$ cat src/rtl/cache_memtest.sv
// Cache memory tester: writes an address-XOR-seed pattern to WORD_COUNT words,
// reads them back, counts mismatches, and reports pass/timeout at the end.
module cache_memtest #(
  parameter int unsigned WORD_COUNT     = 1024,
  parameter logic [31:0] BASE_ADDRESS   = 32'h0000_0000,
  parameter logic [31:0] SEED           = 32'hA5A5_5A5A,
  parameter int unsigned TIMEOUT_CYCLES = 1024
) (
  input  logic        clk,
  input  logic        rst,
  input  logic        start,
  output logic [31:0] address,
  output logic [31:0] data_in,
  output logic [3:0]  write_enable,
  input  logic [31:0] data_out,
  input  logic        data_out_ready,
  input  logic        busy,
  output logic        running,
  output logic        done,
  output logic        pass,
  output logic        timeout,
  output logic [15:0] error_count,
  output logic [31:0] first_error_address,
  output logic [31:0] first_error_data
);

  localparam int          IW   = 21;
  localparam logic [IW-1:0] LAST = IW'(WORD_COUNT - 1);
  // Last stall cycle index before the access is declared timed out.
  localparam logic [31:0] TMAX = 32'(TIMEOUT_CYCLES - 1);

  typedef enum logic [2:0] {IDLE, WR_ISSUE, WR_GAP, RD_ISSUE, RD_GAP, DONE} state_t;

  state_t        state;
  logic [IW-1:0] idx;
  logic [IW-1:0] idx_nxt;
  logic [31:0]   wcnt;

  assign idx_nxt = idx + IW'(1);

  function automatic logic [31:0] word_addr(input logic [IW-1:0] i);
    return BASE_ADDRESS + (32'(i) << 2);
  endfunction

  // Single FSM: sequences the write pass then the read pass; all outputs registered.
  always_ff @(posedge clk) begin
    if (rst) begin
      state               <= IDLE;
      idx                 <= '0;
      wcnt                <= '0;
      address             <= '0;
      data_in             <= '0;
      write_enable        <= '0;
      running             <= 1'b0;
      done                <= 1'b0;
      pass                <= 1'b0;
      timeout             <= 1'b0;
      error_count         <= '0;
      first_error_address <= '0;
      first_error_data    <= '0;
    end else begin
      case (state)
        IDLE, DONE: begin
          if (start) begin
            idx                 <= '0;
            wcnt                <= '0;
            error_count         <= '0;
            first_error_address <= '0;
            first_error_data    <= '0;
            pass                <= 1'b0;
            timeout             <= 1'b0;
            done                <= 1'b0;
            running             <= 1'b1;
            address             <= word_addr('0);
            data_in             <= word_addr('0) ^ SEED;
            write_enable        <= 4'hF;
            state               <= WR_ISSUE;
          end
        end
        WR_ISSUE: begin
          if (!busy) begin
            write_enable <= 4'h0;
            state        <= WR_GAP;
          end else if (wcnt == TMAX) begin
            // Abandon the run: the cache never accepted this write.
            write_enable <= 4'h0;
            timeout      <= 1'b1;
            pass         <= 1'b0;
            done         <= 1'b1;
            running      <= 1'b0;
            state        <= DONE;
          end else begin
            wcnt <= wcnt + 32'd1;
          end
        end
        WR_GAP: begin
          wcnt <= '0;
          if (idx == LAST) begin
            idx     <= '0;
            address <= word_addr('0);
            data_in <= '0;
            state   <= RD_ISSUE;
          end else begin
            idx          <= idx_nxt;
            address      <= word_addr(idx_nxt);
            data_in      <= word_addr(idx_nxt) ^ SEED;
            write_enable <= 4'hF;
            state        <= WR_ISSUE;
          end
        end
        RD_ISSUE: begin
          if (!busy && data_out_ready) begin
            if (data_out != (word_addr(idx) ^ SEED)) begin
              if (error_count != 16'hFFFF) error_count <= error_count + 16'd1;
              // A zero count means this is the first mismatch of the run.
              if (error_count == 16'd0) begin
                first_error_address <= address;
                first_error_data    <= data_out;
              end
            end
            state <= RD_GAP;
          end else if (wcnt == TMAX) begin
            timeout <= 1'b1;
            pass    <= 1'b0;
            done    <= 1'b1;
            running <= 1'b0;
            state   <= DONE;
          end else begin
            wcnt <= wcnt + 32'd1;
          end
        end
        RD_GAP: begin
          wcnt <= '0;
          if (idx == LAST) begin
            done    <= 1'b1;
            running <= 1'b0;
            pass    <= (error_count == 16'd0) && !timeout;
            state   <= DONE;
          end else begin
            idx     <= idx_nxt;
            address <= word_addr(idx_nxt);
            state   <= RD_ISSUE;
          end
        end
        default: state <= IDLE;
      endcase
    end
  end

endmodule

$ cat config.mk
export PLATFORM = sky130hd
export DESIGN_NAME = cache_memtest
export DESIGN_NICKNAME = d
export VERILOG_FILES = /design/src/rtl/cache_memtest.sv
export SDC_FILE = /design/constraint.sdc
export NUM_CORES = 1
export LEC_CHECK = 0
export CORE_MARGIN = 10
export CORE_UTILIZATION = 51
export CTS_CLUSTER_SIZE = 10
export DETAILED_ROUTE_END_ITERATION = 10
export GPL_ROUTABILITY_DRIVEN = 1
export GPL_TIMING_DRIVEN = 1
export PLACE_DENSITY = 0.92
export SLEW_MARGIN = 25
export SYNTH_ARGS = -nofsm -noshare
export SYNTH_HDL_FRONTEND = slang
export SYNTH_SLANG_ARGS = --single-unit
$ cat constraint.sdc
create_clock -name clk -period 2.8 [get_ports clk]
set_clock_uncertainty 0.1 [all_clocks]
set_input_delay 0.42 -clock clk [delete_from_list [all_inputs] [get_ports clk]]
set_output_delay 0.42 -clock clk [all_outputs]
set_load 0.01 [all_outputs]
==> flow_summary.json <==
{
  "status": "finished, final reports clean",
  "grt_pass1_wl_um": 43600,
  "slew_headroom_pct": 55.4,
  "num_vias": 8479,
  "path_max_fanout": 26,
  "p_per_area_nw_per_um2": 489,
  "cp-start-kind": "input pin",
  "cap_violations": 0,
  "clockBufferDepth": 2,
  "slew_violations": 0,
  "setup_viol": 0,
  "cp.arrival_ns": 2.83,
  "initial_utilization_pct": 52.6,
  "syn_avg_cell_area_um2": 8.31,
  "core_um2": 15400,
  "syn_inst": 973,
  "yosysWarnings": 0,
  "postSynth.asyncResetShare_pct": 0,
  "cts_tree": "yes",
  "grt_max_degree": 54,
  "rsz0062_at_grt": "false",
  "cp.required_ns": 3.07,
  "grt_pass1_vias": 7936,
  "dp.cells": 1295,
  "ctsHoldBuffers": 0,
  "h-tree-depth": 4,
  "num_rows": 45,
  "ys_ff_latch": 152,
  "cts_root_buffer": "clkbuf_16",
  "use_met3_pct": 6.12,
  "worst_pin_slew_ns": 0.663,
  "drt-wirelength-per-cell_um": 20.7,
  "r2r_cells": 7,
  "dieWidth_um": 146,
  "worstSkewPairLatency_ns": 0.43,
  "antenna_left": 0,
  "cts_resized": 0,
  "max-vdd-ir-drop_mv": 0.600,
  "grtUsageMet1_pct": 30.3,
  "cts.repair_timing.setup_buffer_count": 0,
  "drt_iter0_markers": 1305,
  "period_minus_slack_ns": 2.57,
  "synth_area_um2": 8080,
  "n_antenna_cell": 0,
  "first_pass_iters": 8,
  "layout-drive-gt1-share_pct": 11.0,
  "numPortBuffers": 161,
  "post-route-period-util_pct": 91.6,
  "instances_no_fill": 1327,
  "dpl.hpwl_um": 18800,
  "layout.nets": 1144,
  "grt-ovfl-total": 0,
  "worstHoldPathType": "input pin to flip-flop",
  "path_clk_slew_ns": 0.07,
  "utilization_pct": 67.4,
  "antenna_found_initial": 0,
  "synth_cell_types": 86,
  "cts_buffers": 17,
  "grt-busiest-layer": "met2",
  "synth_edf_count": 0,
  "io_pins": 189,
  "place_congestion": 0.894,
  "path_class": "input pin to flip-flop",
  "clock_sinks": 152,
  "met2_usage_pct": 39.6,
  "die_area_um2": 21300,
  "viasPerCell": 6.39,
  "p_leak_nw": 3.57,
  "clock.fmax_mhz": 390,
  "finalWirelength_um": 27400,
  "syn2layout_area_growth_pct": 28.2,
  "min_delay_path_depth": 2,
  "final_hold_viol_count": 0,
  "track_usage_pct": 24.7,
  "synth_flop_cell": "dfxtp_1",
  "ys_seq_area_share_pct": 37.7,
  "die_h_um": 146,
  "endpoint_kind": "flip-flop",
  "drc": 0
}
cells in the final DEF (no fill, tap or decap), types with 12 or more instances in the layout:
| master | n |
|---|---|
| clkbuf_16 | 17 |
| nand2_1 | 66 |
| xor2_1 | 17 |
| and3_1 | 16 |
| dfxtp_1 | 152 |
| nor4_1 | 24 |
| buf_4 | 46 |
| o21ai_0 | 78 |
| conb_1 | 27 |
| nand4_1 | 62 |
| clkdlybuf4s50_1 | 160 |
| a21oi_1 | 86 |
| nor3_1 | 27 |
| nand3_1 | 29 |
| nor2_1 | 58 |
| xnor2_1 | 35 |
| or3_1 | 12 |
where the power goes:
part,internal (mW),switching [mW],total [mW],leakage (nW)
logic,0.210,0.322,0.532,2.06
clock network,1.34,0.986,2.32,0.282
registers,2.19,0.0224,2.21,1.23
total,3.73,1.33,5.06,3.57
registers in the layout (all words and copies together) (netlist names):
| name | count |
|---|---|
| first_error_address | 21 |
| running | 1 |
| write_enable | 1 |
| error_count | 16 |
| wcnt | 32 |
| address | 21 |
| data_in | 22 |
| timeout | 1 |
| pass | 1 |
| done | 1 |
| state | 3 |
| first_error_data | 32 |
final timing paths:
check	start	end	slack (ns)
setup reg to reg	state[2]$_SDFFE_PP0P_	first_error_address[19]$_SDFFE_PP0P_	0.26
hold / removal	rst	data_in[3]$_SDFFE_PP0P_	0.33
setup / recovery	data_out[28]	first_error_address[19]$_SDFFE_PP0P_	0.23
hold reg to reg	data_in[12]$_SDFFE_PP0P_	data_in[12]$_SDFFE_PP0P_	0.36
logic make-up after synthesis:
kind of cell,count (synthesis),synth area share [%]
flip-flops,152,37.7
other,1,0.0464
multiplexers,3,0.403
XOR/XNOR,52,5.64
adder cells (fa/ha/maj),5,0.743
AO/OA/AOI/OAI,265,21.2
buffers and inverters,135,9.18
AND/OR/NAND/NOR,360,25.2
area by class of cell:
class / instances / area, µm²
well taps: 211 / 264
repair buffers: 210 / 2030
clock inverters: 14 / 163
fillers: 1139 / 5010
multi-input cells: 712 / 4400
inverters: 10 / 37.5
clock buffers: 18 / 429
flip-flops and latches: 152 / 3040
critical path, stage by stage:
cell             delay, ns
clkdlybuf4s50_1       0.43
nor4b_1               0.41
nand3_1               0.18
nor4_1                0.40
nand3_1               0.24
buf_12                0.23
nand2_1               0.31
a31o_2                0.21
through the flow:
stage	hold WS (ns)	setup WS [ns]	power [mW]	setup TNS, ns	instance area, µm²
floorplan	0.358	0.448	2.58	0	8180
global placement	0.344	0.0786	2.76	0	9770
detailed placement	0.347	-0.0786	2.77	-0.797	9770
CTS	0.303	0.313	5.06	0	10400
global route	0.331	0.116	5.21	0	10400
finish	0.325	0.234	5.06	0	10400
Yosys cell counts, drive strengths merged, types with 3 or more instances:
cell type	n	area share (%)
a2111oi	3	0.48
a211oi	4	0.37
a21o	5	0.46
a21oi	87	5.5
a221oi	3	0.40
a22oi	4	0.37
a2bb2oi	4	0.43
a31o	11	1.2
a31oi	7	0.54
and2	9	0.73
and3	17	1.3
and3b	3	0.33
and4	8	0.87
buf	81	6.6
clkbuf	44	2.2
dfxtp	152	38
ha	4	0.62
inv	9	0.42
nand2	68	3.3
nand2b	4	0.31
nand3	30	1.9
nand4	64	5.1
nor2	59	2.8
nor2b	6	0.65
nor3	29	1.9
nor4	26	2.2
nor4b	5	0.73
o211ai	6	0.62
o21ai	82	5.1
o311a	6	0.74
o311ai	11	1.2
o31ai	8	0.91
o41ai	10	1.1
or2	3	0.23
or3	13	1.1
or4	7	0.65
xnor2	35	3.8
xor2	17	1.8
routing by layer:
metal / vias to the layer above / part of all wire [%]
li1: 3798 / -
met1: 3937 / 37
met2: 642 / 47
met3: 102 / 12
met4: 0 / 4.2
met5: - / 0
(Power assumes the default switching activity.)
